--- src/rtl/song_sequencer_pkg.sv ---
// song_sequencer_pkg: shared note field widths, ROM word layout, state encoding
// and the song ROM contents with its per-song base table.
package song_sequencer_pkg;
    localparam int OCTAVE_BITS = 3;
    localparam int NOTE_BITS = 3;
    localparam int LENGTH_BITS = 3;
    localparam int FULL_NOTE_BITS = 28;
    localparam int LEN_LSB = 0;
    localparam int NOTE_LSB = LEN_LSB + LENGTH_BITS;
    localparam int OCT_LSB = NOTE_LSB + NOTE_BITS;
    localparam int END_BIT = OCT_LSB + OCTAVE_BITS;
    localparam int WORD_BITS = END_BIT + 1;
    localparam logic [NOTE_BITS-1:0] NOTE_REST = 3'd7;
    localparam int unsigned SONG_BASE [4] = '{0, 4, 8, 12};
    typedef enum logic [2:0] {
        S_IDLE, S_FETCH, S_LOAD, S_ARM, S_PLAY, S_GAP, S_PAUSE, S_DONE
    } state_t;
    // word = {end, octave, note, length}; song 2 is deliberately empty
    function automatic logic [WORD_BITS-1:0] rom_word(input int unsigned a);
        case (a)
            0: rom_word = 10'b0_100_000_010;
            1: rom_word = 10'b0_100_010_010;
            4: rom_word = 10'b0_011_111_001;
            5: rom_word = 10'b0_101_001_011;
            12: rom_word = 10'b0_010_011_100;
            13: rom_word = 10'b0_110_101_000;
            2, 6, 8, 14: rom_word = 10'b1_000_000_000;
            default: rom_word = '0;
        endcase
    endfunction
endpackage

--- src/rtl/song_sequencer_rom.sv ---
// song_sequencer_rom: synchronous song ROM (1-cycle read latency) plus the
// combinational base-address lookup for the selected song.
module song_sequencer_rom import song_sequencer_pkg::*; #(
    parameter int SONG_COUNT = 4,
    parameter int ADDR_BITS = 8
) (
    input  logic                          clk,
    input  logic [ADDR_BITS-1:0]          addr,
    input  logic [$clog2(SONG_COUNT)-1:0] song_sel,
    output logic [WORD_BITS-1:0]          data,
    output logic [ADDR_BITS-1:0]          base
);
    always_ff @(posedge clk)
        data <= rom_word(32'(addr));
    always_comb
        base = ADDR_BITS'(SONG_BASE[song_sel]);
endmodule

--- src/rtl/song_sequencer.sv ---
// song_sequencer: walks a ROM song and presents one note at a time to the
// buzzer tone generator, with pause/resume, stop, looping and rests.
module song_sequencer import song_sequencer_pkg::*; #(
    parameter int SONG_COUNT = 4,
    parameter int ADDR_BITS = 8,
    parameter int GAP_CYCLES = 5_000_000
) (
    input  logic                          clk,
    input  logic                          rst,
    input  logic                          play,
    input  logic                          pause,
    input  logic                          stop,
    input  logic                          loop,
    input  logic [$clog2(SONG_COUNT)-1:0] song_sel,
    input  logic [FULL_NOTE_BITS-1:0]     full_note,
    input  logic                          snd_over,
    output logic                          snd_en,
    output logic [OCTAVE_BITS-1:0]        snd_octave,
    output logic [NOTE_BITS-1:0]          snd_note,
    output logic [LENGTH_BITS-1:0]        snd_length,
    output logic [FULL_NOTE_BITS-1:0]     snd_full_note,
    output logic                          mute,
    output logic                          playing,
    output logic                          paused,
    output logic [ADDR_BITS-1:0]          note_idx,
    output logic                          done
);
    localparam int GW = $clog2(GAP_CYCLES + 1);
    localparam logic [GW-1:0] GAP_LAST = GW'(GAP_CYCLES - 1);
    state_t state, nxt;
    logic [ADDR_BITS-1:0] addr, base_q, base_w;
    logic [WORD_BITS-1:0] word;
    logic [GW-1:0] gap_cnt;
    logic rest_q, resume_fetch;
    song_sequencer_rom #(.SONG_COUNT(SONG_COUNT), .ADDR_BITS(ADDR_BITS)) u_rom (
        .clk(clk), .addr(addr), .song_sel(song_sel), .data(word), .base(base_w)
    );
    always_ff @(posedge clk or posedge rst)
        if (rst) state <= S_IDLE;
        else state <= nxt;
    // ARM exists so that the stale over from a disabled tone generator is never seen
    always_comb begin
        nxt = state;
        if (stop) nxt = S_IDLE;
        else case (state)
            S_IDLE, S_DONE: nxt = play ? S_FETCH : S_IDLE;
            S_FETCH: nxt = S_LOAD;
            S_LOAD: nxt = !word[END_BIT] ? S_ARM : loop ? S_FETCH : S_DONE;
            S_ARM: nxt = pause ? S_PAUSE : S_PLAY;
            S_PLAY: nxt = pause ? S_PAUSE : snd_over ? S_GAP : S_PLAY;
            S_GAP: nxt = pause ? S_PAUSE : gap_cnt == '0 ? S_FETCH : S_GAP;
            S_PAUSE: nxt = !pause ? S_PAUSE : resume_fetch ? S_FETCH : S_ARM;
            default: nxt = S_IDLE;
        endcase
    end
    always_ff @(posedge clk or posedge rst)
        if (rst) begin
            addr <= '0;
            base_q <= '0;
            note_idx <= '0;
            gap_cnt <= '0;
            rest_q <= 1'b0;
            resume_fetch <= 1'b0;
            snd_octave <= '0;
            snd_note <= '0;
            snd_length <= '0;
            snd_full_note <= '0;
        end else begin
            if ((state == S_IDLE || state == S_DONE) && nxt == S_FETCH) begin
                addr <= base_w;
                base_q <= base_w;
                note_idx <= '0;
            end
            if (state == S_LOAD && nxt == S_FETCH) begin
                addr <= base_q;
                note_idx <= '0;
            end
            if (state == S_LOAD && nxt == S_ARM) begin
                rest_q <= word[NOTE_LSB +: NOTE_BITS] == NOTE_REST;
                snd_octave <= word[OCT_LSB +: OCTAVE_BITS];
                snd_note <= word[NOTE_LSB +: NOTE_BITS] == NOTE_REST ? '0 : word[NOTE_LSB +: NOTE_BITS];
                snd_length <= word[LEN_LSB +: LENGTH_BITS];
                snd_full_note <= full_note;
            end
            if (state == S_PLAY && nxt == S_GAP) begin
                addr <= addr + 1'b1;
                note_idx <= note_idx + 1'b1;
                gap_cnt <= GAP_LAST;
            end
            if (state == S_GAP && gap_cnt != '0) gap_cnt <= gap_cnt - 1'b1;
            if (state != S_PAUSE && nxt == S_PAUSE) resume_fetch <= state == S_GAP;
        end
    always_comb begin
        snd_en = state == S_ARM || state == S_PLAY;
        mute = snd_en && rest_q;
        playing = state inside {S_FETCH, S_LOAD, S_ARM, S_PLAY, S_GAP};
        paused = state == S_PAUSE;
        done = state == S_DONE;
    end
endmodule

--- config.mk ---
export PLATFORM = sky130hd
export DESIGN_NAME = song_sequencer
export DESIGN_NICKNAME = d
export VERILOG_FILES = /design/src/rtl/song_sequencer_pkg.sv /design/src/rtl/song_sequencer_rom.sv /design/src/rtl/song_sequencer.sv
export SDC_FILE = /design/constraint.sdc
export NUM_CORES = 1
export LEC_CHECK = 0
export ABC_AREA = 1
export BUFFER_PORTS_ARGS = -buffer_cell sky130_fd_sc_hd__buf_4
export CAP_MARGIN = 20
export CORE_UTILIZATION = 40
export CTS_CLUSTER_DIAMETER = 120
export DETAILED_ROUTE_END_ITERATION = 10
export HOLD_SLACK_MARGIN = 0.03
export PLACE_DENSITY = 0.57
export SYNTH_ARGS = -nofsm -noshare
export SYNTH_HDL_FRONTEND = slang
export SYNTH_SLANG_ARGS = --single-unit
--- constraint.sdc ---
create_clock -name clk -period 2.6 [get_ports clk]
set_input_delay 0.26 -clock clk [delete_from_list [all_inputs] [get_ports clk]]
set_output_delay 0.26 -clock clk [all_outputs]
set_load 0.005 [all_outputs]
==> flow_metrics.py <==
metrics = {
    "run_status": {
        "status": "finished clean",
    },
    "critical_path": {
        "path_buf_inv": 3,
        "crit_chain": "inv_1 > nand2_1 > nand2_1 > a21oi_1 > nand2_1 > inv_1 > nand3_1 > inv_1 > a21oi_1 > a21oi_1",
        "cp_max_fo": 12,
        "crit_arrival_ns": 2.56,
        "worstPathRequired_ns": 2.90,
        "crit_slowest_cell": "dfrtp_1",
        "critPathCaptureType": "flip-flop",
        "start_kind": "flip-flop",
        "criticalPathCategory": "flip-flop to flip-flop",
        "slowest_delay_ns": 0.50,
        "crit_family": "buffers and inverters",
    },
    "die": {
        "start_util_pct": 41.6,
        "die_height_um": 106,
        "die-area_mm2": 0.0113,
        "pin_count": 87,
        "core_mm2": 0.0104,
        "die_w_um": 106,
        "rows": 37,
    },
    "final_layout": {
        "design_area_mm2": 0.00534,
        "fillers": 1018,
        "drive_above_1_share_pct": 18.9,
        "area_growth_pct": 23.1,
        "multi_input_area_mm2": 0.00179,
        "layout_common_cells": "nand2_1 (180), buf_4 (92), dfrtp_1 (82)",
        "layout.core_utilization_pct": 51.2,
        "final_common_cell": "nand2_1",
        "layoutNonFillerInstCount": 777,
        "nets": 679,
        "seqCellArea_mm2": 0.00223,
        "antenna_cells": 0,
    },
    "timing": {
        "post-route-min-period_ns": 2.26,
        "tightest_slew_ns": 0.729,
        "timing.final.ws_setup_ns": 0.338,
        "slew-limit-headroom_pct": 51.4,
        "period_share_pct": 87.0,
        "hold_violations": 0,
        "rsz0062_at_grt": "no",
        "fmax_ghz": 0.442,
        "hold_ws_ns": 0.0820,
        "drv_slew": 0,
        "finalSetupViolations": 0,
        "skew_ns": 0.0155,
        "setup_tns_ns": 0,
    },
    "placed_design": {
        "dpl_worst_slack_ns": 0.331,
        "io_buffers": 86,
        "dp.cells": 760,
        "dp_hpwl_um": 7200,
        "place_congestion": 0.853,
        "placed_area_mm2": 0.00512,
    },
    "yosys": {
        "synth_edf_count": 0,
        "synth_cell_types": 36,
        "synth_top_area_share_pct": 47.3,
        "synth_largest_area_cell": "dfrtp_1",
        "yosys-top-cells-area": "dfrtp_1 (47%), nand2_1 (16%), nor2_1 (4.9%)",
        "synth-seq-area-share_pct": 51.5,
        "synthesis.area_mm2": 0.00433,
        "syn_inst": 546,
        "ys_ff_latch": 91,
        "postSynth.asyncResetShare_pct": 90.1,
        "ys.warnings.count": 0,
        "synthFlopType": "dfrtp_1",
        "syn_nets": 589,
        "avgSynthCellArea_um2": 7.94,
    },
    "clock_tree": {
        "clock_path_buffers": 2,
        "cts_tree": "yes",
        "htreeDepth": 3,
        "numCtsBuffers": 9,
        "post_cts_buffers": 0,
        "cts_root_buf": "clkbuf_8",
        "clkTransAtPathRegs_ns": 0.11,
        "cts_sinks": 91,
        "cts_hold_buf": 1,
        "clk_latency_ns": 0.37,
        "cts_resized": 0,
    },
    "power": {
        "p_per_area_mw_per_mm2": 930,
        "total_power_mw": 4.96,
        "vdd_drop_max_v": 0.000328,
        "cellLeakagePower_nw": 2.77,
    },
    "flow_run": {
        "max_cap_viol_count": 0,
    },
    "detailed_routing": {
        "drcViolationCount": 0,
        "ant_nets": 0,
        "wl_per_cell_um": 12.7,
        "viasPerCell": 4.88,
        "first_pass_iters": 4,
        "dr_total_vias": 3792,
        "drtIter0Drc": 222,
        "wl_um": 9850,
    },
    "global_routing": {
        "gr-usage-all-layers_pct": 18.6,
        "antenna_found_initial": 0,
        "grt-ovfl-total": 0,
        "grt_max_degree": 43,
        "grt_pass1_vias": 3635,
        "grt_pass1_wl_um": 16800,
    },
    "worst_hold_path": {
        "hold_path_class": "input port to flip-flop",
    },
}
[worst min-delay path: cells and delay by family]
kind	cells	cell delay, ns
and+or+nand+nor	2	0.09
buffers and inverters	1	0.08
[cells in the mapped netlist (6+ instances only)]
| cell type | count |
|---|---|
| nand2_1 | 180 |
| dfrtp_1 | 82 |
| nor2_1 | 57 |
| inv_1 | 54 |
| nand3_1 | 35 |
| o21ai_0 | 28 |
| a21oi_1 | 18 |
| xor2_1 | 10 |
| dfxtp_1 | 9 |
| o22ai_1 | 9 |
| buf_2 | 7 |
| nand4_1 | 7 |
| nor3_1 | 7 |
| ha_1 | 6 |
[final cells by class]
type	instances	area share, %
flip-flops and latches	91	41.8
inverters	58	4.10
clock buffers	9	2.32
multi-input cells	382	33.6
well taps	136	3.19
clock inverters	7	1.43
repair buffers	94	13.5
[kinds of logic (layout without fill, tap and decap cells)]
kind of cell    after synthesis  in the layout  synth area share [%]
simple gates                300            300                  28.9
flops                        91             91                  51.5
buf+inv                      73            168                  7.13
compound gates               63             63                  8.08
xor+xnor                     13             13                  2.63
fa+ha+maj                     6              6                  1.73
[path summary, 6_finish.rpt]
| kind | startpoint | to | slack, ns | cells past startpoint |
|---|---|---|---|---|
| worst min-delay path | full_note[26] | snd_full_note[26]$_DFFE_PP0P_ | 0.08 | 3 |
| min in group asynchronous | rst | snd_note[2]$_DFFE_PP0P_ | 0.55 | 3 |
| worst max register to register | state[2]$_DFF_PP0_ | note_idx[2]$_DFFE_PP0P_ | 0.34 | 10 |
| worst min register to register | u_rom.data[1]$_SDFF_PP0_ | snd_length[1]$_DFFE_PP0P_ | 0.43 | 2 |
| worst max-delay path | state[2]$_DFF_PP0_ | note_idx[2]$_DFFE_PP0P_ | 0.34 | 10 |
| max in group asynchronous | rst | gap_cnt[8]$_DFFE_PP0P_ | 1.37 | 4 |
[sequential cells by signal (all words and copies together) (netlist names)]
name           count
snd_note           3
addr               8
resume_fetch       1
note_idx           8
snd_length         2
base_q             2
rest_q             1
gap_cnt           23
snd_octave         3
state              3
snd_full_note     28
u_rom.data         9
[routing by layer]
metal | routed length, um | part of all wire [%] | vias to the layer above | GRT usage, %
li1 | - | - | 1920 | -
met1 | 4700 | 48 | 1755 | 24.7
met2 | 4500 | 46 | 102 | 30.4
met3 | 461 | 4.7 | 15 | 3.25
met4 | 185 | 1.9 | 0 | 6.94
met5 | 0 | 0 | - | 0
[power by group]
group / total [mW] / leakage [nW] / switching (mW) / internal, mW
logic: 1.74 / 1.58 / 0.931 / 0.806
registers: 2.26 / 1.09 / 0.346 / 1.91
clock network: 0.967 / 0.103 / 0.584 / 0.383
Note: power is estimated with default switching activity, not from simulation.
